## config.mk

```make
export PLATFORM = sky130hd
export DESIGN_NAME = imem_loader_flat
export DESIGN_NICKNAME = d
export VERILOG_FILES = /design/src/rtl/imem_loader_if.sv /design/src/rtl/imem_loader.sv /design/src/flat_wrapper.sv
export SDC_FILE = /design/constraint.sdc
export NUM_CORES = 1
export LEC_CHECK = 0
export ABC_CLOCK_PERIOD_IN_PS = 1800
export BUFFER_PORTS_ARGS = -buffer_cell sky130_fd_sc_hd__buf_2
export CORE_MARGIN = 2
export CORE_UTILIZATION = 28
export CTS_BUF_LIST = sky130_fd_sc_hd__clkbuf_16
export DETAILED_ROUTE_END_ITERATION = 7
export GPL_TIMING_DRIVEN = 0
export PLACE_DENSITY = 0.47
export SLEW_MARGIN = 10
export SYNTH_ARGS = -nofsm -noshare
export SYNTH_HDL_FRONTEND = slang
export SYNTH_SLANG_ARGS = --single-unit
```

## constraint.sdc

```tcl
create_clock -name clk -period 1.8 [get_ports clk]
set_input_delay 0.27 -clock clk [delete_from_list [all_inputs] [get_ports clk]]
set_output_delay 0.27 -clock clk [all_outputs]
set_load 0.1 [all_outputs]
```

## src/rtl/imem_loader_if.sv

```systemverilog
// Bundle of the loader's control, byte-stream and instruction-memory write signals.
// The loader attaches to the slave modport; the driving side uses master.
interface imem_loader_if;
  logic        start;
  logic [7:0]  load_len;
  logic [7:0]  rx_data;
  logic        rx_valid;
  logic        rx_ready;
  logic [31:0] mem_addr;
  logic [31:0] mem_wdata;
  logic        mem_we;
  logic        cpu_hold;
  logic        busy;
  logic        done;
  logic        err;

  modport master (
    output start, load_len, rx_data, rx_valid,
    input  rx_ready, mem_addr, mem_wdata, mem_we, cpu_hold, busy, done, err
  );

  modport slave (
    input  start, load_len, rx_data, rx_valid,
    output rx_ready, mem_addr, mem_wdata, mem_we, cpu_hold, busy, done, err
  );
endinterface

```

## src/rtl/imem_loader.sv

```systemverilog
// Streams big-endian bytes into 32-bit instruction words and writes them to IMEM while holding the CPU.
// Optional trailing XOR checksum byte is enabled with `define LOADER_CHECKSUM_EN.
//
// state | meaning
// IDLE  | waiting for start
// RECV  | accepting the bytes of the current word
// WRITE | one-cycle IMEM write strobe for the assembled word
// CHECK | accepting the checksum byte (LOADER_CHECKSUM_EN only)
// DONE  | one-cycle completion pulse
module imem_loader #(
  parameter logic [31:0] BASE_ADDR = 32'h0000_0000
) (
  input  logic         clk,
  input  logic         rst_n,
  imem_loader_if.slave bus
);

  typedef enum logic [2:0] {IDLE, RECV, WRITE, CHECK, DONE} state_t;

  state_t      state_q;
  logic [7:0]  len_q;
  logic [8:0]  word_cnt_q;
  logic [1:0]  byte_cnt_q;
  logic [23:0] part_q;
  logic [31:0] mem_addr_q;
  logic [31:0] mem_wdata_q;
  logic        mem_we_q;
  logic        rx_ready_q;
  logic        cpu_hold_q;
  logic        busy_q;
  logic        done_q;
`ifdef LOADER_CHECKSUM_EN
  logic        err_q;
  logic [7:0]  csum_q;
`endif

  logic [31:0] word_d;
  logic [31:0] addr_d;
  logic        accept_d;
  logic        last_word_d;

  assign word_d      = {part_q, bus.rx_data};
  assign addr_d      = BASE_ADDR + {21'd0, word_cnt_q, 2'b00};
  assign accept_d    = bus.rx_valid && rx_ready_q;
  assign last_word_d = (word_cnt_q + 9'd1) == {1'b0, len_q};

  always_ff @(posedge clk or negedge rst_n) begin
    if (!rst_n) begin
      state_q     <= IDLE;
      len_q       <= '0;
      word_cnt_q  <= '0;
      byte_cnt_q  <= '0;
      part_q      <= '0;
      mem_addr_q  <= '0;
      mem_wdata_q <= '0;
      mem_we_q    <= 1'b0;
      rx_ready_q  <= 1'b0;
      cpu_hold_q  <= 1'b0;
      busy_q      <= 1'b0;
      done_q      <= 1'b0;
`ifdef LOADER_CHECKSUM_EN
      err_q       <= 1'b0;
      csum_q      <= '0;
`endif
    end else begin
      mem_we_q <= 1'b0;
      done_q   <= 1'b0;
      case (state_q)
        IDLE: begin
          if (bus.start) begin
            cpu_hold_q <= 1'b1;
            busy_q     <= 1'b1;
            word_cnt_q <= '0;
            byte_cnt_q <= '0;
`ifdef LOADER_CHECKSUM_EN
            err_q      <= 1'b0;
            csum_q     <= '0;
`endif
            if (bus.load_len != 8'd0) begin
              len_q      <= bus.load_len;
              rx_ready_q <= 1'b1;
              state_q    <= RECV;
            end else begin
              done_q  <= 1'b1;
              state_q <= DONE;
            end
          end
        end
        RECV: begin
          if (accept_d) begin
            part_q     <= word_d[23:0];
            byte_cnt_q <= byte_cnt_q + 2'd1;
`ifdef LOADER_CHECKSUM_EN
            csum_q     <= csum_q ^ bus.rx_data;
`endif
            if (byte_cnt_q == 2'd3) begin
              rx_ready_q  <= 1'b0;
              mem_we_q    <= 1'b1;
              mem_wdata_q <= word_d;
              mem_addr_q  <= addr_d;
              state_q     <= WRITE;
            end
          end
        end
        WRITE: begin
          word_cnt_q <= word_cnt_q + 9'd1;
          if (last_word_d) begin
`ifdef LOADER_CHECKSUM_EN
            rx_ready_q <= 1'b1;
            state_q    <= CHECK;
`else
            done_q     <= 1'b1;
            state_q    <= DONE;
`endif
          end else begin
            rx_ready_q <= 1'b1;
            state_q    <= RECV;
          end
        end
        CHECK: begin
`ifdef LOADER_CHECKSUM_EN
          if (accept_d) begin
            if (bus.rx_data != csum_q) err_q <= 1'b1;
            rx_ready_q <= 1'b0;
            done_q     <= 1'b1;
            state_q    <= DONE;
          end
`else
          state_q <= IDLE;
`endif
        end
        DONE: begin
          cpu_hold_q <= 1'b0;
          busy_q     <= 1'b0;
          state_q    <= IDLE;
        end
        default: state_q <= IDLE;
      endcase
    end
  end

  assign bus.rx_ready  = rx_ready_q;
  assign bus.mem_addr  = mem_addr_q;
  assign bus.mem_wdata = mem_wdata_q;
  assign bus.mem_we    = mem_we_q;
  assign bus.cpu_hold  = cpu_hold_q;
  assign bus.busy      = busy_q;
  assign bus.done      = done_q;
`ifdef LOADER_CHECKSUM_EN
  assign bus.err       = err_q;
`else
  assign bus.err       = 1'b0;
`endif

endmodule

```

## src/flat_wrapper.sv

```systemverilog
// flat-port wrapper written by rule: the top's interface ports become plain ports
module imem_loader_flat 
#(
  parameter logic [31:0] BASE_ADDR = 32'h0000_0000
)
  (clk, rst_n, bus_start, bus_load_len, bus_rx_data, bus_rx_valid, bus_rx_ready, bus_mem_addr, bus_mem_wdata, bus_mem_we, bus_cpu_hold, bus_busy, bus_done, bus_err);
  imem_loader_if bus_i ();
  input  logic clk;
  input  logic rst_n;
  input wire logic [$bits(bus_i.start)-1:0] bus_start;
  input wire logic [$bits(bus_i.load_len)-1:0] bus_load_len;
  input wire logic [$bits(bus_i.rx_data)-1:0] bus_rx_data;
  input wire logic [$bits(bus_i.rx_valid)-1:0] bus_rx_valid;
  output wire logic [$bits(bus_i.rx_ready)-1:0] bus_rx_ready;
  output wire logic [$bits(bus_i.mem_addr)-1:0] bus_mem_addr;
  output wire logic [$bits(bus_i.mem_wdata)-1:0] bus_mem_wdata;
  output wire logic [$bits(bus_i.mem_we)-1:0] bus_mem_we;
  output wire logic [$bits(bus_i.cpu_hold)-1:0] bus_cpu_hold;
  output wire logic [$bits(bus_i.busy)-1:0] bus_busy;
  output wire logic [$bits(bus_i.done)-1:0] bus_done;
  output wire logic [$bits(bus_i.err)-1:0] bus_err;
  assign bus_i.start = bus_start;
  assign bus_i.load_len = bus_load_len;
  assign bus_i.rx_data = bus_rx_data;
  assign bus_i.rx_valid = bus_rx_valid;
  assign bus_rx_ready = bus_i.rx_ready;
  assign bus_mem_addr = bus_i.mem_addr;
  assign bus_mem_wdata = bus_i.mem_wdata;
  assign bus_mem_we = bus_i.mem_we;
  assign bus_cpu_hold = bus_i.cpu_hold;
  assign bus_busy = bus_i.busy;
  assign bus_done = bus_i.done;
  assign bus_err = bus_i.err;
  imem_loader #(.BASE_ADDR(BASE_ADDR)) u_core (.clk(clk), .rst_n(rst_n), .bus(bus_i));
endmodule
```

Yosys cells after proc, flatten, opt, wreduce, memory -nomap -nowiden
Index checks and enable logic that the tools add are counted.

Register bits: 91. Latch bits: 0. Memory bits (writable): 0. ROM bits: 0. Output and inout bits: 70. Logic and storage cells: 64. Memories kept: 0.

Add/subtract/negate cells: 2. $mul: 0. Div/mod/pow operators: 0. Magnitude comparators: 0. Equal/unequal tests: 10. Shift operators: 0. Muxes and demuxes: 26. Bitwise gates (word level): 0. Reduce and logical (&&, ||, !) cells: 15.

Operators with widths (number): $pmux W9 S2 (1); $mux W3 (5); $mux W1 (12); $reduce_and A3 Y1 (4); $add A9 B1 Y9 const B (1); $eq A9 B8 Y1 (1); $mux W9 (1); $pmux W3 S3 (1); $reduce_bool A8 Y1 (1); $ne A2 B1 Y1 const B (3); $reduce_and A2 Y1 (3); $reduce_and A6 Y1 (1); $reduce_bool A2 Y1 (3); $mux W2 (2); $ne A2 B2 Y1 const B (2); $pmux W1 S2 (2); $pmux W2 S2 (1); $eq A3 B1 Y1 const B (1); $eq A3 B2 Y1 const B (1); $eq A3 B3 Y1 const B (1); $logic_not A3 Y1 (1); $pmux W1 S3 (1); $reduce_bool A3 Y1 (1); $add A2 B1 Y2 const B (1); other kinds (2) (2).

Logic depth before layout (Yosys ltp)
Gate-level depths: netlist of the first run.

Depth after elaboration: 4. Gate-level depth with buffers: 6.

Worst setup path after synthesis of the first run
No wires, ideal clock.

Kind: reg-to-reg. From: register u_core.rx_ready_q, in the netlist u_core.bus.rx_ready. To: register u_core.mem_wdata_q[12], in the netlist u_core.bus.mem_wdata[12]. Setup time: 0.128 ns. Arrival time: 1.971 ns. Path slack: -0.299 ns. Stages on the path, launching flop included: 6. Buffers on the path: 1. Period minus slack after synthesis: 2.099 ns. Path through: dfrtp_1 > and3_4 > nand2_8 > clkinv_4 > buf_6 > mux2_1.

Word-level cells in the longest chain between the ends: 2.

Ends and longest elaborated chain: start, declared (line imem_loader.sv:28) `logic rx_ready_q;`; start signal, assigned (line imem_loader.sv:57) `rx_ready_q <= 1'b0;`; start signal, assigned (line imem_loader.sv:81) `rx_ready_q <= 1'b1;`; start signal, assigned (line imem_loader.sv:97) `rx_ready_q <= 1'b0;`; $logic_and A1 B1 Y1 (line imem_loader.sv:44) `assign accept_d = bus.rx_valid && rx_ready_q;`; $reduce_and A3 Y1 (no source line); end signal, assigned (line imem_loader.sv:99) `mem_wdata_q <= word_d;`; end, declared (line imem_loader.sv:26) `logic [31:0] mem_wdata_q;`.

No other way between the ends. A chain may end at the register's enable or synchronous reset.

Final worst setup path of the first run
From: register u_core.state_q[1]. To: register u_core.mem_wdata_q[12], in the netlist u_core.bus.mem_wdata[12].

Word-level cells in the longest chain between the ends: 2.

Ends and longest elaborated chain: start, declared (line imem_loader.sv:20) `state_t state_q;`; start signal, assigned (line imem_loader.sv:49) `state_q <= IDLE;`; start signal, assigned (line imem_loader.sv:82) `state_q <= RECV;`; start signal, assigned (line imem_loader.sv:85) `state_q <= DONE;`; $eq A3 B1 Y1 (line imem_loader.sv:68) `case (state_q)`; $reduce_and A3 Y1 (no source line).

No other way between the ends.

==> results of run 1 <==
logic make-up after synthesis:
logic type / after synthesis / share of synthesized area, %
flops: 91 / 56.2
simple gates: 45 / 6.36
mux: 75 / 22.3
compound gates: 30 / 5.00
fa+ha+maj: 2 / 0.618
xor+xnor: 13 / 2.81
buf+inv: 36 / 6.61
other cells: 1 / 0.0926
flip-flops by register name (all words and copies together), names as in the netlist:
name	cells
u_core.bus.mem_we	1
u_core.bus.rx_ready	1
u_core.bus.mem_wdata	32
u_core.word_cnt_q	9
u_core.part_q	24
u_core.bus.mem_addr	9
u_core.bus.done	1
u_core.state_q	3
u_core.byte_cnt_q	2
u_core.len_q	8
u_core.bus.cpu_hold	1
routing by layer:
metal,routed length (um),track usage [%],up-vias
li1,-,-,1201
met1,3910,14.8,1285
met2,3950,17.7,61
met3,450,3.99,7
met4,85,4.03,0
met5,0,0,-
critical path, stage by stage, from the launching register on:
cell and delay, ns:
dfrtp_2 0.43, nor3b_2 0.22, and3_4 0.26, nand2_8 0.11, clkinv_8 0.11, buf_12 0.15
mux2_1 0.33
layout by cell type (no fill, tap or decap), types with 3 or more instances in the layout:
cell,n
inv_6,3
mux2_2,38
dfrtp_2,4
buf_4,33
nand3_1,6
dfrtp_1,87
o21ai_0,13
mux2_4,18
buf_2,66
xnor2_1,10
buf_12,4
a21oi_1,6
nor2_1,11
inv_1,3
nand2_1,10
conb_1,24
mux2_1,17
clkbuf_16,9
path summary, 6_finish.rpt:
check / from / end / slack, ns / depth (start not counted)
worst max-delay path: u_core.state_q[1]$_DFFE_PN0P_ / u_core.bus.mem_wdata[12]$_DFFE_PN0P_ / 0.07 / 6
worst min-delay path: rst_n / u_core.bus.mem_wdata[3]$_DFFE_PN0P_ / -0.002 / 1
worst max register to register: u_core.state_q[1]$_DFFE_PN0P_ / u_core.bus.mem_wdata[12]$_DFFE_PN0P_ / 0.07 / 6
worst min register to register: u_core.bus.mem_wdata[16]$_DFFE_PN0P_ / u_core.bus.mem_wdata[16]$_DFFE_PN0P_ / 0.49 / 1
max in group asynchronous: rst_n / u_core.part_q[10]$_DFFE_PN0P_ / 1.15 / 2
min in group clk: bus_rx_data[0] / u_core.bus.mem_wdata[0]$_DFFE_PN0P_ / 0.17 / 2
metrics by stage:
step	std cells	worst slack, ns	hold WS, ns	utilization, %	area [sq um]
2_1_floorplan	316	0.0298	-0.0256	-	4140
3_3_place_gp	561	-0.708	0.464	33.5	4690
3_5_place_dp	562	-0.208	0.404	33.7	4710
4_1_cts	581	0.00913	0.0260	36.2	5060
5_1_grt	586	-0.00846	0.0643	36.9	5150
6_report	586	0.0658	-0.00191	36.9	5150
layout make-up:
class | instances | share of cell area [%]
timing repair buffer | 74 | 8.16
tap | 180 | 4.37
sequential | 91 | 44.3
buffer | 32 | 5.19
clock buffer | 9 | 4.37
clock inverter | 7 | 1.26
inverter | 4 | 0.534
multi-input combinational | 189 | 31.8
repair_timing:
item / 4_1_cts / 5_1_grt
hold buffers: 0 / 0
endpoints found under the hold margin: 0 / 0
setup buffers: 3 / 5
setup endpoints to repair: 43 / 36
pin swaps: 2 / 7
resized for setup: 7 / 11
==> out/qor.yml, run 1 <==
status: "complete, but fails checks"
violations: "negative hold slack"
netlist_area_sq_um: 4050
cts_tree: "built"
fin_crit_sh_pct: 96.3
layout_min_cycle_time_ns: 1.73
critPathArrivalTime_ns: 1.96
root_buffer: "clkbuf_16"
seq_area_sq_um: 2280
diodes: 0
grt_max_degree: 57
slew_viol_final: 0
via_per_inst: 4.36
portBuffers: 65
finalClockSkew_ns: 0.00787
gp_congestion: 0.743
fin_nets: 423
ys_seq_area_share_pct: 56.2
synth_most_common_cell: "dfrtp_1"
cts.clk_slew.worst_paths_ns: 0.07
io_pins: 90
crit_type: "flip-flop to flip-flop"
multi_input_area_sq_um: 1640
antenna_left: 0
yosys_warnings: 0
tns_ns: 0
drt_wl_total_um: 8390
coreArea_sq_um: 14000
fmax_mhz: 577
globalRouteOverflowTotal: 0
synth_cell_type_count: 41
synth_area_leader_cell: "dfrtp_1"
vias: 2554
cts_buffer_depth: 2
post_drt_wl_per_cell_um: 14.3
finalHoldViolCount: 3
cp_max_fo: 10
worstPathRequired_ns: 2.03
rsz0062_at_grt: "yes"
setup_viol: 0
dr.pass1.iters: 5
maxCapViolCount: 0
synth_commonest_cells: "91 x dfrtp_1, 38 x mux2_2, 25 x buf_4"
post-route-drc-count: 0
worst_slew_pin_slew_ns: 0.750
drive_gt1_share_pct: 48.5
worstSetupEndpointType: "flip-flop"
slew_headroom_pct: 50.0
initial_core_util_pct: 29.0
holdWs_ns: -0.00191
synthCells: 293
synth-seq-cells: 91
dp.final_hpwl_um: 5840
clk_latency_ns: 0.34
htreeDepth: 3
row_count: 43
die_w_um: 124
cp-start-kind: "flip-flop"
grt_usage_pct: 11.4
cts_sinks: 91
grt_pass1_vias: 2616
synth_edf_count: 0
cts_buffers: 9
async_flop_share_pct: 100
grt_pass1_wl_um: 13900
dieHeight_um: 124
synth_top_area_share_pct: 56.2
grt_antenna_before_repair: 0
synth-main-ff-cell: "dfrtp_1"
syn_to_final_growth_pct: 27.3
dieArea_sq_um: 15400
worstHoldPathType: "primary input to asynchronous set/reset pin"
synth.avg_cell_area_sq_um: 13.8
drtIter0Drc: 86
synth.area.top_cells: "dfrtp_1 56%, mux2_2 11%, mux2_4 5.9%"
fillers: 1380
Power of run 1 is left out: the tool's default activity adds up to more than one toggle a clock period on the data nets, which glitch-free logic cannot reach.
==> run 2, diff against run 1 <==
- REMOVE_ABC_BUFFERS: unset -> 1
==> out/qor.yml, run 2 (synthesis results as in run 1) <==
worstSetupEndpointType: "flip-flop"
rsz0062_at_grt: "yes"
fin_util_pct: 35.6
final_common_cell: "dfrtp_1"
worstHoldPathType: "primary input to flip-flop"
crit_type: "flip-flop to flip-flop"
finalHoldViolCount: 0
cp-start-kind: "flip-flop"
maxCapViolCount: 0
grtUsageMet1_pct: 14.1
fin_crit_sh_pct: 97.9
met2_usage_pct: 17.4
drive_gt1_share_pct: 44.4
row_count: 43
die_w_um: 124
r2r-end: "u_core.bus.rx_ready$_DFFE_PN0P_"
grt_antenna_before_repair: 0
root_buffer: "clkbuf_16"
dieHeight_um: 124
antenna_left: 0
worstPathRequired_ns: 2.00
reg2reg_depth: 5
grt_busiest_layer: "met2"
dr.pass1.iters: 4
clk_latency_ns: 0.34
slew_viol_final: 0
fmax_mhz: 568
drt_wl_total_um: 8370
cts_buffers: 9
gp_congestion: 0.755
io_pins: 90
dieArea_sq_um: 15400
cp_max_fo: 4
post_drt_wl_per_cell_um: 14.9
hp-start: "bus_rx_data[3]"
portBuffers: 65
coreArea_sq_um: 14000
vias: 2474
grt_max_degree: 50
initial_core_util_pct: 29.0
finalClockSkew_ns: 0.00446
syn_to_final_growth_pct: 22.9
holdPathEnd: "u_core.part_q[3]$_DFFE_PN0P_"
setup_viol: 0
fin_nets: 400
min_path_cells: 2
regToRegSetupSlack_ns: 0.04
layout_min_cycle_time_ns: 1.76
globalRouteOverflowTotal: 0
diodes: 0
r2r_start: "u_core.word_cnt_q[0]$_DFFE_PN0P_"
cts_tree: "built"
largest_reg_flops: 32
post-route-drc-count: 0
drtIter0Drc: 147
worst_slew_pin_slew_ns: 0.843
critPathArrivalTime_ns: 1.96
dp.final_hpwl_um: 5430
cts.clk_slew.worst_paths_ns: 0.06
htreeDepth: 3
via_per_inst: 4.39
cts_buffer_depth: 2
slew_headroom_pct: 43.3
cts_sinks: 91
grt_pass1_vias: 2570
grt_pass1_wl_um: 13600
met3_usage_pct: 5.03
status: "completed"
grt_usage_pct: 11.2
final_cell_mix: "85 x dfrtp_1, 64 x buf_2, 38 x mux2_2"
[run 2: worst max-delay path by stage]
stage / start / to / slack [ns]
floorplan: u_core.bus.rx_ready$_DFFE_PN0P_ / u_core.bus.mem_wdata[11]$_DFFE_PN0P_ / -0.50
global placement: rst_n / u_core.bus.mem_wdata[30]$_DFFE_PN0P_ / -0.51
detailed placement: u_core.state_q[1]$_DFFE_PN0P_ / u_core.bus.mem_wdata[3]$_DFFE_PN0P_ / -0.48
CTS: u_core.state_q[1]$_DFFE_PN0P_ / u_core.bus.mem_wdata[3]$_DFFE_PN0P_ / 0.008
global route: u_core.word_cnt_q[0]$_DFFE_PN0P_ / u_core.bus.rx_ready$_DFFE_PN0P_ / -0.04
finish: u_core.word_cnt_q[0]$_DFFE_PN0P_ / u_core.bus.rx_ready$_DFFE_PN0P_ / 0.04
[run 2: worst max-delay path, stage by stage, from the launching register on]
cell,delay (ns)
dfrtp_2,0.43
ha_4,0.17
and3_4,0.15
or3_4,0.37
a211oi_4,0.36
a31oi_1,0.14
[run 2: repair_timing]
item	4_1_cts	5_1_grt
cloned	1	1
hold buffers	1	0
setup buffers	4	10
setup endpoints to repair	46	42
pin swaps	4	8
gates resized for setup	7	14
hold endpoints to repair	42	0
[run 2: cell type report]
class,count,area (sq um)
clock buffer,9,225
clock inverter,7,45.0
fill,1389,9010
inverter,4,41.3
multi-input combinational,190,1660
sequential,91,2280
tap,180,225
timing repair buffer,81,483
timing repair inverter,1,16.3
[run 2: per-layer routing]
| metal | part of all wire [%] | vias up |
|---|---|---|
| li1 | - | 1157 |
| met1 | 45 | 1237 |
| met2 | 48 | 72 |
| met3 | 6.5 | 8 |
| met4 | 1.0 | 0 |
| met5 | 0 | - |
[run 2: stage by stage]
| step | std cells | hold WS (ns) | instance area (sq um) | setup TNS, ns | setup WS, ns |
|---|---|---|---|---|---|
| finish | 563 | 0.173 | 4980 | 0 | 0.0382 |
| global route | 563 | 0.154 | 4980 | -0.0973 | -0.0376 |
| CTS | 552 | 0.151 | 4820 | 0 | 0.00791 |
| detailed placement | 530 | 0.325 | 4470 | -14.92 | -0.480 |
| global placement | 529 | 0.466 | 4440 | -59.96 | -0.510 |
| floorplan | 284 | -0.0256 | 3890 | -20.16 | -0.497 |
Power of run 2 is left out for the same reason.
==> run 3, diff against run 2 <==
- CORE_UTILIZATION: 28 -> 45
- PLACE_DENSITY: 0.47 -> 0.7
==> out/qor.yml, run 3 (synthesis results as in run 1) <==
fin_crit_sh_pct: 97.8
fin_nets: 390
slowest_stage: "dfrtp_2"
hp-start: "bus_rx_data[5]"
post-route-drc-count: 0
top_layer_used: "met4"
cp_max_fo: 5
drt_wl_total_um: 7220
fillers: 728
maxCapViolCount: 0
drive_gt1_share_pct: 41.9
slew_headroom_pct: 61.5
vias: 2418
initial_core_util_pct: 46.4
cts_tree: "built"
grt_pass1_wl_um: 12300
r2r-end: "u_core.bus.rx_ready$_DFFE_PN0P_"
finalClockSkew_ns: 0.00755
htreeDepth: 3
coreArea_sq_um: 8720
final_common_cell: "dfrtp_1"
final_cell_mix: "89 x dfrtp_1, 64 x buf_2, 38 x mux2_2"
drtIter0Drc: 96
via_per_inst: 5.04
worstPathRequired_ns: 1.99
cp.buffers_inverters: 0
root_buffer: "clkbuf_16"
holdPathEnd: "u_core.part_q[5]$_DFFE_PN0P_"
worstHoldPathType: "primary input to flip-flop"
design_area_sq_um: 4810
final_cell_count_no_fill: 480
worstSetupEndpointType: "flip-flop"
min_path_cells: 2
globalRouteOverflowTotal: 0
dp.cells: 458
grt_antenna_before_repair: 0
largest_reg_flops: 32
critPathMaxStageDelay_ns: 0.43
cts_buffer_depth: 2
reg2reg_depth: 5
grt_usage_pct: 15.7
grt_pass1_vias: 2457
dr.pass1.iters: 5
r2r_start: "u_core.word_cnt_q[0]$_DFFE_PN0P_"
layout_min_cycle_time_ns: 1.76
status: "completed"
clk_latency_ns: 0.33
placed_area_sq_um: 4380
setup_viol: 0
diodes: 0
crit_type: "flip-flop to flip-flop"
crit_family: "simple AND/OR/NAND/NOR gates"
tns_ns: 0
cts_sinks: 91
regToRegSetupSlack_ns: 0.04
rsz0062_at_grt: "yes"
path_cells: "ha_4, and3_4, or3_4, a211oi_4, a31oi_1"
antenna_left: 0
dp.final_hpwl_um: 4940
row_count: 34
cp-start-kind: "flip-flop"
cts.clk_slew.worst_paths_ns: 0.07
finalHoldViolCount: 0
gp_congestion: 0.827
cts_buffers: 9
portBuffers: 65
fmax_mhz: 568
slew_viol_final: 0
critPathArrivalTime_ns: 1.95
post_drt_wl_per_cell_um: 15.0
holdWs_ns: 0.186
worst_slew_pin_slew_ns: 0.574
grt_max_degree: 49
syn_to_final_growth_pct: 18.8
io_pins: 90
wl_met1_um: 3430
routed-wl-met3_um: 285
dieArea_sq_um: 9780
wl_met2_um: 3410
dieHeight_um: 98.9
die_w_um: 98.9
==> run 3: changes by cell type in the layout (fill, tap and decap cells not counted), sizes merged <==
cell / previous run / this run
bufinv: 0 / 2
clkinv: 6 / 3
buf: 80 / 71
inv: 5 / 4
==> run 3: worst register-to-register path, cell delays in order (launching register included) <==
cell      delay (ns)
dfrtp_2         0.43
ha_4            0.18
and3_4          0.15
or3_4           0.37
a211oi_4        0.37
a31oi_1         0.13
==> run 3: worst max path at each step <==
stage / start / end / slack (ns) / depth (start not counted)
after floorplan: u_core.bus.rx_ready$_DFFE_PN0P_ / u_core.bus.mem_wdata[11]$_DFFE_PN0P_ / -0.50 / 4
after global placement: u_core.state_q[1]$_DFFE_PN0P_ / u_core.bus.mem_wdata[6]$_DFFE_PN0P_ / -0.38 / 5
after detailed placement: u_core.state_q[1]$_DFFE_PN0P_ / u_core.bus.mem_wdata[11]$_DFFE_PN0P_ / -0.41 / 5
after CTS: u_core.word_cnt_q[0]$_DFFE_PN0P_ / u_core.bus.done$_DFF_PN0_ / 0.006 / 5
after global routing: u_core.word_cnt_q[1]$_DFFE_PN0P_ / u_core.state_q[0]$_DFFE_PN0P_ / -0.03 / 5
final: u_core.word_cnt_q[0]$_DFFE_PN0P_ / u_core.bus.rx_ready$_DFFE_PN0P_ / 0.04 / 5
==> run 3: final cells by class <==
cell class                      instances  area [sq um]  area share, %
Clock buffer                            9           225           4.68
Tap cell                              108           135           2.81
Clock inverter                          6          88.8           1.85
Sequential cell                        91          2280           47.4
Multi-Input combinational cell        190          1640           34.1
Timing Repair Buffer                   72           403           8.37
Inverter                                4          41.3          0.858
==> run 3: per-layer routing <==
metal | GRT usage (%) | up-vias
li1 | - | 1138
met1 | 22.2 | 1210
met2 | 24.3 | 63
met3 | 2.62 | 7
met4 | 6.22 | 0
met5 | 0 | -
==> run 3: metrics by stage <==
stage               utilization [%]  worst slack, ns
floorplan                         -           -0.497
global placement               49.9           -0.383
detailed placement             50.2           -0.409
CTS                            54.7          0.00596
global route                   55.2          -0.0276
finish                         55.2           0.0404
==> run 3: what timing repair did <==
| item | in CTS | in global routing |
|---|---|---|
| setup buffers | 4 | 1 |
| hold buffers | 1 | 0 |
| pin swaps | 3 | 3 |
| endpoints found under the hold margin | 43 | 0 |
| gates cloned | 1 | 0 |
| gates resized for setup | 6 | 7 |
| endpoints found under the setup margin | 46 | 32 |
Power of run 3 is left out for the same reason.
